[config.mk]
export PLATFORM = sky130hd
export DESIGN_NAME = mul_approx_pipe
export DESIGN_NICKNAME = d
export VERILOG_FILES = /design/src/rtl/mul_approx_pkg.sv /design/src/rtl/mul_approx_ppgen.sv /design/src/rtl/mul_approx_pipe.sv
export SDC_FILE = /design/constraint.sdc
export NUM_CORES = 1
export LEC_CHECK = 0
export ABC_AREA = 0
export ABC_CLOCK_PERIOD_IN_PS = 6400
export BUFFER_PORTS_ARGS = -buffer_cell sky130_fd_sc_hd__buf_4
export CORE_UTILIZATION = 35
export DETAILED_ROUTE_END_ITERATION = 10
export PLACE_DENSITY = 0.6
export SYNTH_ARGS = -nofsm -noshare
export SYNTH_HDL_FRONTEND = slang
export SYNTH_HIERARCHICAL = 1
export SYNTH_SLANG_ARGS = --single-unit
[constraint.sdc]
create_clock -name clk -period 6.4 [get_ports clk]
set_clock_uncertainty 0.2 [all_clocks]
set_input_delay 0.96 -clock clk [delete_from_list [all_inputs] [get_ports clk]]
set_output_delay 0.96 -clock clk [all_outputs]
set_load 0.05 [all_outputs]
[src/rtl/mul_approx_pkg.sv]
// mul_approx_pkg: shared mode constants and arithmetic helpers for the approximate multiplier
package mul_approx_pkg;
  localparam logic MODE_EXACT = 1'b0;
  localparam logic MODE_TRUNC = 1'b1;
  localparam int MAX_PW = 64;
  function automatic logic col_keep(input int k, input int trunc_cols);
    return k >= trunc_cols;
  endfunction
  function automatic logic [MAX_PW-1:0] sat_add(input logic [MAX_PW-1:0] x, input logic [MAX_PW-1:0] c, input int w);
    logic [MAX_PW-1:0] s, m;
    s = x + c;
    m = (MAX_PW'(1) << w) - MAX_PW'(1);
    return (s > m) ? m : s;
  endfunction
endpackage

[src/rtl/mul_approx_ppgen.sv]
// mul_approx_ppgen: masked per-column partial-product ones-counts (a,b,mode -> cols)
module mul_approx_ppgen
  import mul_approx_pkg::*;
#(
  parameter int W = 8,
  parameter int TRUNC_COLS = 5,
  parameter int CW = $clog2(W + 1)
) (
  input  logic [W-1:0]             a,
  input  logic [W-1:0]             b,
  input  logic                     mode,
  output logic [2*W-1:0][CW-1:0]   cols
);
  always_comb begin
    cols = '0;
    for (int i = 0; i < W; i++)
      for (int j = 0; j < W; j++)
        if (col_keep(i + j, mode == MODE_TRUNC ? TRUNC_COLS : 0))
          cols[i+j] = cols[i+j] + CW'(a[i] & b[j]);
  end
endmodule

[src/rtl/mul_approx_pipe.sv]
// mul_approx_pipe: pipelined exact/approximate WxW multiplier with valid/ready and approx-op counter
module mul_approx_pipe
  import mul_approx_pkg::*;
#(
  parameter int          W          = 8,
  parameter int          STAGES     = 2,
  parameter int          TRUNC_COLS = 5,
  parameter int unsigned COMP       = 32,
  parameter int          CNT_W      = 16
) (
  input  logic             clk,
  input  logic             rst_n,
  input  logic             in_valid,
  output logic             in_ready,
  input  logic [W-1:0]     in_a,
  input  logic [W-1:0]     in_b,
  input  logic             in_mode,
  output logic             out_valid,
  input  logic             out_ready,
  output logic [2*W-1:0]   out_p,
  output logic             out_mode,
  input  logic             cnt_clr,
  output logic [CNT_W-1:0] approx_cnt
);
  localparam int PW = 2 * W;
  localparam int CW = $clog2(W + 1);
  localparam int NR = STAGES > 1 ? STAGES - 1 : 1;
  logic [PW-1:0][CW-1:0] cols, fin_cols;
  logic [PW-1:0][CW-1:0] r_cols [NR];
  logic [NR-1:0] r_vld, r_mode, r_zero;
  logic fin_vld, fin_mode, fin_zero, in_zero;
  logic [PW-1:0] prod, fin_p;
  assign in_ready = !out_valid | out_ready;
  assign in_zero = (in_a == '0) | (in_b == '0);
  mul_approx_ppgen #(.W(W), .TRUNC_COLS(TRUNC_COLS), .CW(CW)) u_ppgen (
    .a(in_a),
    .b(in_b),
    .mode(in_mode),
    .cols(cols)
  );
  assign fin_cols = STAGES == 1 ? cols : r_cols[NR-1];
  assign fin_vld = STAGES == 1 ? in_valid : r_vld[NR-1];
  assign fin_mode = STAGES == 1 ? in_mode : r_mode[NR-1];
  assign fin_zero = STAGES == 1 ? in_zero : r_zero[NR-1];
  always_comb begin
    prod = '0;
    for (int k = 0; k < PW; k++)
      prod = prod + (PW'(fin_cols[k]) << k);
  end
  assign fin_p = fin_zero ? '0
               : fin_mode == MODE_TRUNC ? PW'(sat_add(MAX_PW'(prod), MAX_PW'(COMP), PW))
               : prod;
  always_ff @(posedge clk or negedge rst_n) begin
    if (!rst_n) begin
      r_vld <= '0;
      r_mode <= '0;
      r_zero <= '0;
      for (int k = 0; k < NR; k++) r_cols[k] <= '0;
      out_valid <= 1'b0;
      out_p <= '0;
      out_mode <= 1'b0;
    end else if (in_ready) begin
      r_vld[0] <= in_valid;
      r_mode[0] <= in_mode;
      r_zero[0] <= in_zero;
      r_cols[0] <= cols;
      for (int k = 1; k < NR; k++) begin
        r_vld[k] <= r_vld[k-1];
        r_mode[k] <= r_mode[k-1];
        r_zero[k] <= r_zero[k-1];
        r_cols[k] <= r_cols[k-1];
      end
      out_valid <= fin_vld;
      out_p <= fin_p;
      out_mode <= fin_mode;
    end
  end
  always_ff @(posedge clk or negedge rst_n) begin
    if (!rst_n) approx_cnt <= '0;
    else if (cnt_clr) approx_cnt <= '0;
    else if (in_valid & in_ready & (in_mode == MODE_TRUNC) & (approx_cnt != '1))
      approx_cnt <= approx_cnt + CNT_W'(1);
  end
endmodule

==> results.tsv, run 1 <==
stage	metric	value	unit
clock_tree	clk_path_buf_depth	2	
layout	n_fill_cell	2309	
grt	met1_usage	20.5	%
layout	num_antenna_cells	0	
grt	grtUsageMet3	3.06	%
power_and_ir_drop	power	3.13	mW
sta	slew-limit-headroom	52.6	%
routing	routedWlPerCell	13.8	um
clock_tree	clk_pin_slew	0.07	ns
run	cap_viol_max_count	0	
routing	vias_per_cell	4.78	
critical_path	r2r_start	fin_cols[3]	
clock_tree	cts_setup_buffers	0	
status	status	complete, no violations	
grt	antenna_found_initial	0	
routing	first_pass_iters	5	
clock_tree	cts_buffers	9	
floorplan	fp.dieW	155	um
grt	grt_overflow_total	0	
critical_path	crit_fanout	6	
grt	grt_first_pass_wirelength	30900	um
hold_path	min_from	fin_vld	
clock_tree	cts_resized	0	
sta	finalSetupTns	0	ns
sta	finalCritPeriodShare	71.7	%
place	dp.cells	1269	
logic_synthesis	synth_area	0.00822	sq mm
grt	met2_usage	28.4	%
critical_path	worst_ep_arrival_time	4.67	ns
clock_tree	cts_hold_buf	0	
grt	grt-busiest-layer	met2	
critical_path	setup.worst_path.class	flip-flop to flip-flop	
floorplan	rows	55	
floorplan	initial_core_util	36.0	%
power_and_ir_drop	powerDensity	340	mW/mm^2
hold_path	hp-class	flip-flop to flip-flop	
sta	fmax	218	MHz
power_and_ir_drop	peakVddDrop	199	uV
clock_tree	cts_tree	yes	
sta	setup_violations	0	
clock_tree	clk_latency	0.36	ns
sta	tightest_slew	0.708	ns
routing	drtIter0Drc	274	
sta	rsz0062_at_grt	false	
place	hpwl	13700	um
sta	layout_min_cycle_time	4.59	ns
hold_path	hold_depth	2	
logic_synthesis	yosysWarnings	6	
critical_path	worstPathRequired	6.48	ns
clock_tree	root_buffer	clkbuf_16	
floorplan	pin_count	57	
layout	stdcell_count	1285	
routing	dr_total_vias	6143	
sta	final_max_slew_viol_count	0	
power_and_ir_drop	leakage	4.47	nW
floorplan	dieArea	0.0241	sq mm
floorplan	fp.dieH	155	um
grt	grt_max_degree	64	
clock_tree	cts_sinks	95	
critical_path	r2r_cells	17	
layout	finish.utilization	40.3	%
grt	grt.total_usage	16.1	%
layout	drive_gt1_share	10.1	%
routing	routed_wl	17700	um
logic_synthesis	syn_inst	926	
critical_path	endpoint_kind	flip-flop	
grt	first_global_vias	6283	
critical_path	critPathLaunch	fin_cols[3]	
clock_tree	htreeDepth	3	
routing	drc	0	
place	port_buffers	56	
place	gp_congestion	0.800	
layout	nNetsFinal	1125	
floorplan	coreArea	0.0228	sq mm
logic_synthesis	avgSynthCellArea	8.88	sq um
routing	antenna_left	0	
critical_path	startpoint_type	flip-flop	
layout	areaGrowthSynthToFinish	12.0	%
sta	finalHoldViolCount	0	
## state kept, by name, indices dropped and copies added, names as in the netlist
name	cells
out_valid	1
fin_mode	1
fin_vld	1
out_p	16
fin_zero	1
approx_cnt	16
fin_cols	58
out_mode	1
## metrics by stage
stage	instance area (sq um)	setup slack (ns)	hold WS, ns
finish	9210	1.81	0.257
global placement	8900	1.85	0.242
detailed placement	8900	1.74	0.248
global route	9210	1.43	0.285
CTS	9210	1.79	0.263
floorplan	8260	2.09	0.230
## final cells by class
class                   instances  area (sq um)  area share, %
clock buffers                  12           256           2.79
clock inverters                 4          52.6          0.571
inverters                     103           387           4.20
multi-input cells             698          5290           57.5
flip-flops and latches         95          2380           25.8
well taps                     313           392           4.25
repair buffers                 60           450           4.89
## path summary, 6_finish.rpt
path / end / slack (ns)
setup / recovery: out_p[10] / 1.81
hold reg to reg: fin_vld / 0.26
max in group asynchronous: approx_cnt[6] / 4.52
setup reg to reg: out_p[10] / 1.81
min in group asynchronous: fin_cols[18] / 0.40
hold / removal: fin_vld / 0.26
## critical path, cell delays in order, from the launching register on
cell and delay, ns:
dfrtp_1 0.33, inv_1 0.06, fa_1 0.57, fa_1 0.42, inv_1 0.07, ha_1 0.16
inv_1 0.06, fa_1 0.39, nand2b_1 0.23, a21oi_1 0.18, xor2_1 0.34, nand4_1 0.29
nor3_2 0.30, nand4_1 0.15, xnor2_1 0.24, o2111a_2 0.32, o211ai_4 0.12, nand2_1 0.11
## metal layers
layer | vias up | wire length (um) | share of wire (%)
met1 | 2971 | 8060 | 45
met2 | 67 | 8990 | 51
met5 | - | 0 | 0
met4 | 0 | 126 | 0.71
li1 | 3098 | - | -
met3 | 7 | 545 | 3.1
## cell usage in the layout, fill, tap and decap left out, drive strengths merged, types with 25 or more instances in the layout
cell	instances
nand2	143
inv	104
ha	95
dfrtp	95
and2	60
buf	60
o21ai	59
nor2	43
fa	41
xnor2	38
a21oi	25
nor2b	25
## power by group
group	leakage (nW)	total [mW]	switching [mW]	internal, mW
combinational	3.08	1.83	1.16	0.661
clock	0.153	0.561	0.235	0.326
sequential	1.24	0.748	0.0495	0.699
total	4.47	3.13	1.45	1.69
No activity file was read; power rests on OpenSTA's default activity.
==> run 2: changes to the inputs <==
- ABC_CLOCK_PERIOD_IN_PS: 6400 -> 3700
- PLACE_DENSITY: 0.6 -> 0.62
- clock period: 6.4 -> 3.7 ns (I/O delays scaled with it)
==> run 2 against run 1 <==
Effect of this change: the flow now finishes with violations (setup timing); clock power rose by 73%; maximum frequency rose by 7.5%; power rose by 120%; design area rose by 11%; global-route usage rose by 0.68 points; critical path type unchanged; largest cell class unchanged; largest power group unchanged; highest routed layer unchanged.
==> results.tsv, run 2 (synthesized netlist as in run 1, its figures left out) <==
stage	metric	value	unit
routing	drc	0	
power_and_ir_drop	p_switching	2.82	mW
grt	grt_overflow_total	0	
grt	first_global_vias	6857	
critical_path	crit_path_max_incr_delay	0.54	ns
critical_path	crit_family	adder cells	
layout	layout_common_cells	168 x buf_4, 142 x nand2_1, 99 x inv_1, 95 x dfrtp_1, 89 x ha_1	
critical_path	crit_slowest_cell	fa_1	
routing	drtIter0Drc	287	
layout	layout_commonest_cell	buf_4	
power_and_ir_drop	leakage	5.03	nW
sta	rsz0062_at_grt	true	
critical_path	r2r_setup_slack	-0.57	ns
critical_path	endpoint	out_p[4]	
layout	num_antenna_cells	0	
place	dp.cells	1369	
critical_path	rr_endpoint	out_p[4]	
critical_path	worst_ep_arrival_time	4.35	ns
clock_tree	cts_buffers	9	
layout	drive_gt1_share	21.5	%
critical_path	r2r_start	fin_cols[9]	
power_and_ir_drop	powerDensity	667	mW/mm^2
sta	finalHoldViolCount	0	
critical_path	path_cells	inv_2, fa_1, fa_1, inv_1, ha_2, inv_2, fa_2, nand2b_4, a211oi_4, mux2i_1, and2_4, buf_6, and4b_1, nand4b_1, a21oi_2, o2111a_2, o211ai_4, nand2_1	
floorplan	coreArea	0.0228	sq mm
place	port_buffers	56	
sta	tightest_slew	0.759	ns
sta	fmax	234	MHz
power_and_ir_drop	power_frac_comb	66.6	%
routing	dr_total_vias	6537	
layout	finish.utilization	44.5	%
critical_path	endpoint_kind	flip-flop	
clock_tree	root_buffer	clkbuf_16	
critical_path	crit_cells	18	
run	cap_viol_max_count	0	
floorplan	dieArea	0.0241	sq mm
clock_tree	cts_tree	yes	
layout	stdcell_count	1395	
critical_path	critPathLaunch	fin_cols[9]	
floorplan	initial_core_util	36.0	%
floorplan	rows	55	
grt	antenna_found_initial	0	
routing	routed_wl	18700	um
sta	hold-worst-slack	0.0827	ns
sta	finalCritPeriodShare	115	%
clock_tree	clk_pin_slew	0.06	ns
place	hpwl	14400	um
floorplan	fp.dieH	155	um
floorplan	pin_count	57	
layout	areaGrowthSynthToFinish	23.8	%
layout	largest_reg_flops	58	
critical_path	r2r_cells	18	
critical_path	worstPathRequired	3.78	ns
clock_tree	clk_path_buf_depth	2	
routing	vias_per_cell	4.69	
critical_path	setup.worst_path.class	flip-flop to flip-flop	
sta	final_max_slew_viol_count	0	
sta	slew-limit-headroom	49.4	%
routing	first_pass_iters	4	
critical_path	crit_fanout	6	
critical_path	startpoint_type	flip-flop	
power_and_ir_drop	p_seq_share	19.2	%
sta	layout_min_cycle_time	4.27	ns
clock_tree	cts_hold_buf	0	
place	gp_congestion	0.853	
place	pre_cts_slack	-0.650	ns
clock_tree	cts_sinks	95	
routing	routedWlPerCell	13.4	um
status	violations	setup timing	
clock_tree	clk_latency	0.35	ns
floorplan	fp.dieW	155	um
grt	grt_max_degree	74	
routing	antenna_left	0	
critical_path	crit_buf_inv	4	
grt	grt_first_pass_wirelength	32500	um
status	status	finished, violations left	
power_and_ir_drop	p_int	3.97	mW
power_and_ir_drop	power	6.79	mW
clock_tree	htreeDepth	3	
sta	layout_setup_ws	-0.566	ns
sta	setup_violations	16	
power_and_ir_drop	clock_power_share	14.3	%
grt	grt.total_usage	16.8	%
power_and_ir_drop	peakVddDrop	410	uV
layout	nNetsFinal	1235	
hold_path	hp-class	primary input to asynchronous set/reset pin	
power_and_ir_drop	sw_frac_of_total	41.5	%
run 2: changes by cell type in the layout (fill, tap and decap cells not counted), moves of 3 or more:
cell | previous run | this run
buf_4 | 60 | 168
ha_1 | 95 | 89
ha_2 | 0 | 5
xnor2_1 | 36 | 33
run 2: power groups by stage:
stage | logic (mW) | clock network [mW] | registers [mW]
2_1_floorplan | 2.26 | 0 | 1.55
3_3_place_gp | 4.19 | 0 | 1.32
3_5_place_dp | 4.22 | 0 | 1.32
4_1_cts | 4.32 | 0.996 | 1.31
5_1_grt | 5.00 | 1.03 | 1.32
6_report | 4.52 | 0.969 | 1.30
run 2: worst min-delay path by stage:
stage | end | slack, ns | cells after the start | start
final | out_p[0] | 0.08 | 1 | rst_n
after global routing | out_p[11] | 0.15 | 1 | rst_n
after CTS | out_p[0] | 0.11 | 1 | rst_n
after detailed placement | fin_vld | 0.25 | 2 | fin_vld
after global placement | fin_vld | 0.24 | 2 | fin_vld
after floorplan | approx_cnt[0] | 0.06 | 0 | rst_n
run 2: layout make-up:
cell class | instances | area, sq um
clock buffers | 12 | 256
clock inverters | 4 | 53.8
fillers | 2265 | 12700
inverters | 103 | 387
multi-input cells | 698 | 5430
flip-flops and latches | 95 | 2380
well taps | 313 | 392
repair buffers | 170 | 1280
run 2: timing repair:
action,in CTS,in global routing
buffers inserted,5,5
gates resized for setup,12,16
endpoints found under the setup margin,16,19
pin swaps,24,12
run 2: per-layer routing:
layer  vias to the layer above  global-route usage, %  share of wire, %
met5                         -                      0                 0
met4                         0                   3.83              0.86
met3                        12                   2.56               2.2
met2                        57                   30.6                52
met1                      3141                   20.7                45
li1                       3327                      -                 -
run 2: worst reg2reg max path, stage by stage (launching register included):
cell	delay (ns)
dfrtp_1	0.34
inv_2	0.05
fa_1	0.54
fa_1	0.41
inv_1	0.07
ha_2	0.18
inv_2	0.04
fa_2	0.33
nand2b_4	0.16
a211oi_4	0.33
mux2i_1	0.28
and2_4	0.19
buf_6	0.09
and4b_1	0.20
nand4b_1	0.12
a21oi_2	0.15
o2111a_2	0.29
o211ai_4	0.12
nand2_1	0.11
run 2: metrics by stage:
step                      area (sq um)  TNS, ns
after floorplan                   8280    -7.35
after global placement            9670    -9.39
after detailed placement          9670   -10.38
after CTS                        10000    -7.90
after global routing             10200   -11.31
final                            10200    -8.00
==> run 3: changes to the inputs <==
--- a/config.mk
+++ b/config.mk
@@ -9,3 +9,3 @@
 export ABC_CLOCK_PERIOD_IN_PS = 3700
-export BUFFER_PORTS_ARGS = -buffer_cell sky130_fd_sc_hd__buf_4
+export BUFFER_PORTS_ARGS = -buffer_cell sky130_fd_sc_hd__buf_2
 export CORE_UTILIZATION = 35
==> constraint.sdc (replaced) <==
create_clock -name clk -period 3.7 [get_ports clk]
set_clock_uncertainty 0.2 [all_clocks]
set_input_delay 0.74 -clock clk [delete_from_list [all_inputs] [get_ports clk]]
set_output_delay 0.74 -clock clk [all_outputs]
set_load 0.05 [all_outputs]
==> run 3 against run 2 <==
Effect of this change: the run still ends with setup timing left; global-route usage about the same; maximum frequency decreased by 2.3%; sequential share of layout area decreased by 0.13 points; die area unchanged; count of clock-buffer cells in the layout decreased by 1; core utilization increased by 0.25 points.
==> results.tsv, run 3 (synthesized netlist as in run 1, its figures left out) <==
stage	metric	value	unit
sta	slew-limit-headroom	50.4	%
layout	drive_gt1_share	23.7	%
clock_tree	cts_buffers	9	
layout	nNetsFinal	1237	
routing	routedWlPerCell	13.6	um
grt	grt_max_degree	59	
critical_path	r2r_start	fin_cols[7]	
clock_tree	cts_tree	yes	
routing	dr_total_vias	6593	
routing	first_pass_iters	4	
place	port_buffers	56	
layout	regArea	0.00238	sq mm
floorplan	fp.dieW	155	um
layout	layout_commonest_cell	nand2_1	
layout	n_fill_cell	2257	
routing	routed_wl	19000	um
routing	drtIter0Drc	349	
hold_path	hp-class	primary input to asynchronous set/reset pin	
sta	tightest_slew	0.743	ns
grt	antenna_found_initial	0	
run	cap_viol_max_count	0	
critical_path	worst_ep_arrival_time	4.45	ns
status	status	finished, violations left	
routing	vias_per_cell	4.72	
sta	fmax	229	MHz
clock_tree	root_buffer	clkbuf_16	
layout	areaGrowthSynthToFinish	24.5	%
floorplan	dieArea	0.0241	sq mm
critical_path	startpoint_type	flip-flop	
clock_tree	clk_latency	0.36	ns
floorplan	rows	55	
critical_path	endpoint_kind	flip-flop	
status	violations	setup timing	
place	pre_cts_slack	-0.695	ns
power_and_ir_drop	powerDensity	662	mW/mm^2
grt	grt_overflow_total	0	
layout	fin_area	0.0102	sq mm
routing	antenna_left	0	
critical_path	worstPathRequired	3.79	ns
place	gp_congestion	0.906	
grt	first_global_vias	6708	
critical_path	crit_fanout	6	
place	hpwl	14500	um
power_and_ir_drop	leakage	5.06	nW
sta	final_max_slew_viol_count	0	
sta	finalHoldViolCount	0	
layout	num_antenna_cells	0	
grt	grt_first_pass_wirelength	32400	um
clock_tree	clk_path_buf_depth	2	
power_and_ir_drop	peakVddDrop	402	uV
layout	multi_input_area	0.00556	sq mm
power_and_ir_drop	power	6.78	mW
sta	setup_violations	16	
floorplan	fp.dieH	155	um
floorplan	initial_core_util	36.0	%
routing	drc	0	
sta	finalCritPeriodShare	118	%
sta	layout_setup_ws	-0.665	ns
floorplan	coreArea	0.0228	sq mm
clock_tree	cts_hold_buf	0	
clock_tree	htreeDepth	3	
layout	largest_reg_flops	58	
clock_tree	cts_sinks	95	
floorplan	pin_count	57	
place	placed_area	0.00959	sq mm
critical_path	setup.worst_path.class	flip-flop to flip-flop	
grt	grt.total_usage	16.8	%
clock_tree	clk_pin_slew	0.06	ns
sta	rsz0062_at_grt	true	
critical_path	critPathLaunch	fin_cols[7]	
layout	layout_common_cells	142 x nand2_1, 112 x buf_4, 95 x dfrtp_1, 94 x inv_1, 86 x ha_1	
sta	layout_min_cycle_time	4.36	ns
## run 3: final timing paths
check,to,slack (ns),cells past startpoint
max,out_p[0],-0.66,17
min,out_p[1],0.25,1
max reg2reg,out_p[0],-0.66,17
min reg2reg,fin_vld,0.26,2
max in group asynchronous,out_p[12],2.36,2
min in group clk,fin_vld,0.26,2
## run 3: power by group
| group | total [mW] | internal [mW] | switching (mW) |
|---|---|---|---|
| sequential | 1.30 | 1.21 | 0.0866 |
| clock | 1.04 | 0.629 | 0.408 |
| combinational | 4.45 | 2.08 | 2.36 |
| total | 6.78 | 3.92 | 2.86 |
## run 3: per-stage QoR
step / utilization [%] / cells / hold WS, ns / TNS [ns]
4_1_cts: 44.0 / 1395 / 0.273 / -8.93
5_1_grt: 44.8 / 1397 / 0.314 / -12.06
3_3_place_gp: 42.0 / 1373 / 0.242 / -10.87
6_report: 44.8 / 1397 / 0.254 / -9.31
3_5_place_dp: 42.0 / 1373 / 0.256 / -12.89
2_1_floorplan: - / 935 / 0.230 / -7.48
## run 3: critical path, cell delays in order, from the launching register on
cell,delay [ns]
dfrtp_1,0.34
inv_2,0.05
fa_1,0.57
fa_1,0.46
buf_6,0.14
fa_2,0.38
nand2b_4,0.16
a211oi_4,0.34
nor2_4,0.07
buf_6,0.13
buf_6,0.11
xor2_2,0.14
nor3_2,0.22
nand4_1,0.16
xnor2_1,0.26
o2111a_2,0.32
o211ai_4,0.13
nand2_1,0.11
## run 3: layout make-up
cell class,instances,share of cell area (%)
clock buffer,11,2.47
clock inverter,5,0.770
inverter,103,3.78
multi-input combinational,698,54.3
sequential,95,23.2
tap,313,3.83
timing repair buffer,172,11.6
## run 3: timing repair
item,4_1_cts,5_1_grt
buffers inserted,7,2
setup endpoints to repair,17,22
gates resized for setup,19,32
pin swaps,23,23
## run 3: per-layer routing
layer	wire (um)	vias to the layer above	share of wire [%]	global-route usage, %
met5	0	-	0	0
met4	280	0	1.5	4.67
met3	629	23	3.3	2.56
met2	9690	88	51	30.1
met1	8360	3158	44	21.0
li1	-	3324	-	-
